File: config.mk
export PLATFORM = sky130hd
export DESIGN_NAME = latch_bank_wr_sched
export DESIGN_NICKNAME = d
export VERILOG_FILES = /design/src/rtl/latch_bank_wr_sched.sv
export SDC_FILE = /design/constraint.sdc
export NUM_CORES = 1
export LEC_CHECK = 0
export BUFFER_PORTS_ARGS = -buffer_cell sky130_fd_sc_hd__clkbuf_2
export CORE_AREA = 2 2 70 65
export CTS_BUF_LIST = sky130_fd_sc_hd__clkbuf_4
export DETAILED_ROUTE_END_ITERATION = 6
export DIE_AREA = 0 0 72 67
export PLACE_DENSITY = 0.67
export SETUP_SLACK_MARGIN = 0.3
export SKIP_CTS_REPAIR_TIMING = 1
export SLEW_MARGIN = 20
export SYNTH_ARGS = -nofsm -noshare
export SYNTH_HDL_FRONTEND = slang
export SYNTH_SLANG_ARGS = --single-unit
export TNS_END_PERCENT = 50
File: constraint.sdc
create_clock -name clk -period 2.1 [get_ports clk]
set_input_delay 0 -clock clk [delete_from_list [all_inputs] [get_ports clk]]
set_output_delay 0 -clock clk [all_outputs]
set_load 0.005 [all_outputs]
File: src/rtl/latch_bank_wr_sched.sv
// Write scheduler for a bank of level-sensitive latches: round-robin arbitration
// followed by a registered SETUP/OPEN/HOLD enable sequence with setup and hold margins.
module latch_bank_wr_sched #(
  parameter int NREQ = 4,
  parameter int DW   = 8,
  parameter int AW   = 2
) (
  input  logic                 clk,
  input  logic                 rst_n,
  input  logic [NREQ-1:0]      req,
  input  logic [NREQ*AW-1:0]   req_addr,
  input  logic [NREQ*DW-1:0]   req_data,
  output logic [NREQ-1:0]      gnt,
  output logic [NREQ-1:0]      ack,
  output logic [2**AW-1:0]     lat_en,
  output logic [DW-1:0]        lat_d,
  output logic                 busy
);

  localparam int PW = (NREQ > 1) ? $clog2(NREQ) : 1;

  typedef enum logic [1:0] {IDLE, SETUP, OPEN, HOLD} state_t;

  state_t            state, state_next;
  logic [PW-1:0]     rr_ptr, rr_next;
  logic [PW-1:0]     win, win_next;
  logic [AW-1:0]     cap_addr, addr_next;
  logic [NREQ-1:0]   gnt_next, ack_next;
  logic [2**AW-1:0]  lat_en_next;
  logic [DW-1:0]     lat_d_next;
  logic              busy_next;
  logic              found;
  logic [PW-1:0]     pick;
  logic [PW:0]       idx;

  // Rotating search starting at rr_ptr, wrapping modulo NREQ; first pending wins.
  always_comb begin
    found = 1'b0;
    pick  = '0;
    idx   = '0;
    for (int unsigned i = 0; i < NREQ; i++) begin
      idx = {1'b0, rr_ptr} + (PW+1)'(i);
      if (idx >= (PW+1)'(NREQ)) idx = idx - (PW+1)'(NREQ);
      if (!found && req[idx[PW-1:0]]) begin
        found = 1'b1;
        pick  = idx[PW-1:0];
      end
    end
  end

  // Outputs are computed for the next state and registered, so nothing reaches
  // a port combinationally from req.
  always_comb begin
    state_next  = state;
    rr_next     = rr_ptr;
    win_next    = win;
    addr_next   = cap_addr;
    lat_d_next  = lat_d;
    gnt_next    = gnt;
    ack_next    = '0;
    lat_en_next = '0;
    case (state)
      IDLE: begin
        gnt_next = '0;
        if (found) begin
          state_next     = SETUP;
          win_next       = pick;
          addr_next      = req_addr[pick*AW +: AW];
          lat_d_next     = req_data[pick*DW +: DW];
          gnt_next[pick] = 1'b1;
        end
      end
      SETUP: begin
        state_next            = OPEN;
        lat_en_next[cap_addr] = 1'b1;
      end
      OPEN: begin
        state_next    = HOLD;
        ack_next[win] = 1'b1;
        rr_next       = (win == PW'(NREQ-1)) ? '0 : win + 1'b1;
      end
      HOLD: begin
        state_next = IDLE;
        gnt_next   = '0;
      end
      default: begin
        state_next = IDLE;
        gnt_next   = '0;
      end
    endcase
    busy_next = (state_next != IDLE);
  end

  always_ff @(posedge clk or negedge rst_n) begin
    if (!rst_n) begin
      state    <= IDLE;
      rr_ptr   <= '0;
      win      <= '0;
      cap_addr <= '0;
      gnt      <= '0;
      ack      <= '0;
      lat_en   <= '0;
      lat_d    <= '0;
      busy     <= 1'b0;
    end else begin
      state    <= state_next;
      rr_ptr   <= rr_next;
      win      <= win_next;
      cap_addr <= addr_next;
      gnt      <= gnt_next;
      ack      <= ack_next;
      lat_en   <= lat_en_next;
      lat_d    <= lat_d_next;
      busy     <= busy_next;
    end
  end

endmodule
## Word-level counts from Yosys, hierarchy flattened

Index checks and enable logic that the tools add are counted.

- Register bits: 29
- Input bits: 46
- Word-level logic and storage cells: 83

- $add $sub $neg: 8
- Magnitude comparators: 14
- Equal/unequal tests: 4
- Shift operators: 2
- Multiplexer cells: 33
- Reduce and logical (&&, ||, !) cells: 13

Operators by type and width:

| cell | count |
|---|---|
| 32-bit by 6-bit indexed part select with 8-bit output | 1 |
| 2-bit by 3-bit < comparator with 1-bit output (second input constant) | 7 |
| 2-bit 2-to-1 mux | 10 |
| 4-bit 2-to-1 mux | 3 |
| 1-bit 2-to-1 mux | 11 |
| 3-bit >= comparator (second input constant) | 3 |
| 1-bit binary-select mux with 2-bit select | 4 |
| 2-bit case mux with 4 select lines | 1 |
| 4-bit case mux with 2 select lines | 1 |
| 8-bit by 4-bit indexed part select with 2-bit output | 1 |
| 2-bit by 1-bit subtractor with 2-bit output (second input constant) | 4 |
| 2-bit by 2-bit adder with 3-bit output (second input constant) | 2 |
| 1-bit demux with 2-bit select | 3 |
| 2-bit equality test (second input constant) | 3 |
| 2-bit by 1-bit >= comparator with 1-bit output (second input constant) | 3 |
| 1-bit logical AND | 6 |
| 2-bit nonzero test | 2 |
| 2-bit by 1-bit adder with 3-bit output (second input constant) | 1 |
| 2-bit by 3-bit >= comparator with 1-bit output (second input constant) | 1 |
| 1-bit zero test | 3 |
| 2-bit by 1-bit adder with 2-bit output (second input constant) | 1 |
| 2-bit by 1-bit equality test with 1-bit output (second input constant) | 1 |
| 2-bit zero test | 1 |
| 2-bit AND reduction | 1 |

## Depth between registers and ports, before layout

- Word-level depth: 20
- Gate-level depth with buffers: 6
- Depth with buffers taken out: 6

## Least setup slack after synthesis

No wires, ideal clock.

- Path kind: register -> register
- Start point: register rr_ptr[1]
- End point: register cap_addr[0]
- Arrival: 1.465 ns
- Data required time: 1.960 ns
- Path slack: 0.495 ns
- Cell stages (with the launch flop): 6
- Cell sequence: dfrtp_1 > nand2b_1 > a21oi_1 > nor3_1 > a2111oi_0 > a211oi_1

- Cells in the longest elaborated chain, start to end: 15
- Elaborated cells on any way between the ends: 39
- Those cells by class: add/sub: 7; order compare: 4; shift: 1; mux: 20; reduce/logical: 7

RTL lines:

| what | line | text |
|---|---|---|
| start, declared | 25 | `logic [PW-1:0] rr_ptr, rr_next;` |
| start signal, assigned | 107 | `rr_ptr <= rr_next;` |
| branches (longest 15 deep; another with 2-bit by 1-bit adder with 3-bit output) | -- |  |
| end signal, assigned | 109 | `cap_addr <= addr_next;` |
| end, declared | 27 | `logic [AW-1:0] cap_addr, addr_next;` |

Parallel ways; which one is timed is not known. The select of a mux whose other input is x is not followed.
A chain may end at the register's enable or synchronous reset.

## Worst setup path after layout

- Start point: register rr_ptr[1]
- End point: register lat_d[1]

- Cells in the longest elaborated chain, start to end: 15
- Elaborated cells on any way between the ends: 39
- Those cells by class: add/sub: 7; order compare: 4; shift: 1; mux: 20; reduce/logical: 7

RTL lines:

| what | line | text |
|---|---|---|
| branches (longest 15 deep; another with 2-bit by 1-bit adder with 3-bit output) | -- |  |
| end signal, assigned | 113 | `lat_d <= lat_d_next;` |
| end, declared | 16 | `output logic [DW-1:0] lat_d,` |

Parallel ways; which one is timed is not known. The select of a mux whose other input is x is not followed.

==> Implementation_results.wiki <==
{| class="wikitable"
! Metric !! Value
|-
| Run status || finished, violations left
|-
| Violated checks || negative hold slack
|-
| Crit Path Max Fanout || 6
|-
| CTS H-Tree Depth || 2
|-
| Data required time of the worst path || 2.28 ns
|-
| Grt total ovfl || 0
|-
| TritonRoute pass-1 iters || 5
|-
| Worst min path class || input port to register
|-
| Relative slew slack || 53.3%
|-
| Die area || 4820 µm²
|-
| IR drop worst, VDD || 0.000508 V
|-
| Unrepaired setup endpoints after global routing || false
|-
| Total leakage power || 0.00107 µW
|-
| Post-layout nets || 288
|-
| Number of distinct library cells after synthesis || 36
|-
| Average wire per standard cell || 13.4 µm
|-
| Fin crit period || 1.69 ns
|-
| Core Footprint || 4050 µm²
|-
| Area of the multi-input gates || 828 µm²
|-
| Worst reg2reg path depth || 5
|-
| Origin of the worst min-delay path || req_data[27]
|-
| Root cell of the clock tree || sky130_fd_sc_hd__clkbuf_4
|-
| Share of synthesized cell area in and, or, nand and nor gates || 20.9%
|-
| Final hold violations || 1
|-
| Starting Density || 39.1%
|-
| Global placement routability congestion || 0.784
|-
| CTS tree || done
|-
| Xor-xnor portion of the synthesized cell area || 0%
|-
| Fillers || 393
|-
| Compound-Gate Fraction of Synth Area || 15.0%
|-
| Cell depth of the worst min-delay path || 3
|-
| Share of the yosys chip area belonging to registers || 45.8%
|-
| Die height || 67 µm
|-
| Share of the core filled with cells in the final layout || 50.8%
|-
| Boundary Pins || 67
|-
| Die extent in x || 72 µm
|-
| Port bufs || 66
|-
| Tot GR Track Use || 16.2%
|-
| Type of destination of the critical path || register
|-
| Sequential cell area in the final layout || 727 µm²
|-
| Detailed-route vias per instance || 5.15
|-
| Largest net degree at the start of global routing || 30
|-
| FF-to-FF setup slack || 0.41 ns
|-
| Mux cell area share after synthesis || 7.67%
|-
| Power density of the placed cells || 1220 nW/µm²
|-
| Synthesized-area fraction occupied by adder cells || 7.11%
|-
| Max Clk Rate || 592 MHz
|-
| Synth async-reset ratio || 100%
|-
| Cells after Synth || 160
|-
| Area delta synth->final || 30.0%
|-
| Setup TNS || 0 ns
|-
| Synthesis-stage register bit count || 29
|-
| Final Max Slew Viols || 0
|-
| Synthesized netlist net count || 215
|-
| Total of max-cap violations || 0
|-
| Post-route fraction of the period consumed by the critical path || 80.4%
|-
| Sort of element at the start of the critical path || register
|-
| Critical path type || register to register
|-
| Clock slew at reported path FFs || 0.08 ns
|-
| Slew at the pin closest to its max-slew limit || 0.700 ns
|-
| Endpoints failing setup || 0
|-
| Number of CTS-inserted buffers || 5
|-
| CTS sink cnt || 29
|-
| Number of global-route vias before repair || 1,320
|-
| Number of diodes added for antenna fixing || 0
|-
| Maximum root-to-sink buffer count || 2
|-
| Iter 0 DRT Violations || 56
|-
| Count of vias placed by the detailed router || 1,447
|-
| Routed WL || 3780 µm
|-
| Crit Reg-Reg Startpoint || rr_ptr[1]
|-
| Hold path endpoint || lat_d[3]
|-
| Post-synthesis cell area || 1580 µm²
|-
| Wire length of the first global-routing pass || 5910 µm
|-
| Layout Skew || 0.00564 ns
|-
| R2r endpoint || lat_d[1]
|-
| Number of remaining DRC errors || 0
|-
| Fraction of final layout cells with drive strength greater than 1 || 37.8%
|-
| Clock latency on the worst-skew pair || 0.31 ns
|-
| EDFF count, synth || 0
|-
| Detailed Place HPWL || 2950 µm
|-
| Primary flip-flop cell chosen by synthesis mapping || sky130_fd_sc_hd__dfrtp_1
|-
| Largest family of logic cells by synthesized area || simple AND/OR/NAND/NOR gates
|-
| Site Rows || 22
|-
| Warning count from the yosys run || 0
|-
| Final hold slack || -0.00273 ns
|-
| Initial antenna violation count || 0
|-
| Synthesized area per cell || 9.89 µm²
|-
| Antenna viol nets, final || 0
|-
| Critical path arrival || 1.87 ns
|}
cells in the final DEF, fill, tap and decap left out, types with 4 or more instances in the layout:
cell type	count
sky130_fd_sc_hd__inv_1	6
sky130_fd_sc_hd__nor3_1	10
sky130_fd_sc_hd__ha_1	9
sky130_fd_sc_hd__a211oi_1	16
sky130_fd_sc_hd__mux2i_1	10
sky130_fd_sc_hd__buf_4	4
sky130_fd_sc_hd__dfrtp_1	28
sky130_fd_sc_hd__nand2_1	20
sky130_fd_sc_hd__and2_1	5
sky130_fd_sc_hd__clkbuf_4	6
sky130_fd_sc_hd__nor2_1	13
sky130_fd_sc_hd__clkbuf_2	66
worst max-delay path: stages, from the launching register on:
cell,delay [ns]
sky130_fd_sc_hd__dfrtp_2,0.42
sky130_fd_sc_hd__mux2i_2,0.25
sky130_fd_sc_hd__or2_1,0.19
sky130_fd_sc_hd__nand3_4,0.13
sky130_fd_sc_hd__a2111oi_1,0.48
sky130_fd_sc_hd__a211oi_1,0.10
cells by family after synthesis:
kind of cell | Yosys count
compound gates | 33
fa+ha+maj | 9
buf+inv | 11
flops | 29
mux | 12
simple gates | 66
how the worst max path moves through the flow:
stage	start	end	slack, ns	depth (start not counted)
2_1_floorplan	rr_ptr[1]	cap_addr[0]	0.49	5
3_5_place_dp	rr_ptr[1]	lat_d[1]	0.31	5
4_1_cts	rr_ptr[1]	lat_d[1]	0.30	5
6_report	rr_ptr[1]	lat_d[1]	0.41	5
5_1_grt	rr_ptr[1]	lat_d[1]	0.29	5
3_3_place_gp	rr_ptr[1]	lat_d[1]	0.42	5
power breakdown:
part / total, µW / internal, µW / switching, µW
Clock: 308 / 134 / 174
Sequential: 947 / 792 / 155
Combinational: 1250 / 562 / 689
registers in the layout (all words and copies together), names as in the netlist:
name	count
ack	4
busy	1
cap_addr	2
gnt	4
lat_d	8
lat_en	4
rr_ptr	2
state	2
win	2
per-stage QoR:
step | std cells | power (µW) | setup WS (ns) | instance area (µm²)
floorplan | 160 | 1760 | 0.495 | 1580
global placement | 273 | 2160 | 0.418 | 1970
detailed placement | 273 | 2180 | 0.308 | 1970
CTS | 280 | 2490 | 0.302 | 2020
global route | 281 | 2750 | 0.294 | 2060
finish | 281 | 2510 | 0.411 | 2060
Yosys cell counts, types with 2 or more instances:
cell | number | area share, %
sky130_fd_sc_hd__dfrtp_1 | 29 | 46
sky130_fd_sc_hd__nor2_1 | 14 | 3.3
sky130_fd_sc_hd__nor2b_1 | 2 | 0.79
sky130_fd_sc_hd__and2_1 | 5 | 2.0
sky130_fd_sc_hd__a2111oi_0 | 3 | 1.7
sky130_fd_sc_hd__nand2_1 | 20 | 4.7
sky130_fd_sc_hd__ha_1 | 9 | 7.1
sky130_fd_sc_hd__nand2b_1 | 3 | 1.2
sky130_fd_sc_hd__mux2i_1 | 11 | 7.0
sky130_fd_sc_hd__a21o_1 | 2 | 0.95
sky130_fd_sc_hd__o21ai_0 | 3 | 0.95
sky130_fd_sc_hd__inv_1 | 6 | 1.4
sky130_fd_sc_hd__o31ai_1 | 2 | 0.95
sky130_fd_sc_hd__nor3_1 | 10 | 3.2
sky130_fd_sc_hd__a21oi_1 | 3 | 0.95
sky130_fd_sc_hd__or2_1 | 2 | 0.79
sky130_fd_sc_hd__a211oi_1 | 17 | 8.1
layout make-up:
cell class                 count  area share, %
sequential                    29           35.3
timing repair buffer          71           18.0
tap                           48           2.92
clock inverter                 1          0.182
inverter                       6           1.09
multi-input combinational    120           40.3
clock buffer                   6           2.19
layer usage:
metal	track usage [%]	wire (µm)	part of all wire, %	vias up
met2	27.2	1850	49	56
met3	3.48	217	5.7	2
met4	5.66	20	0.53	0
met1	20.4	1680	45	674
met5	0	0	0	-
li1	-	-	-	715
Note: power is estimated with default switching activity, not from simulation.
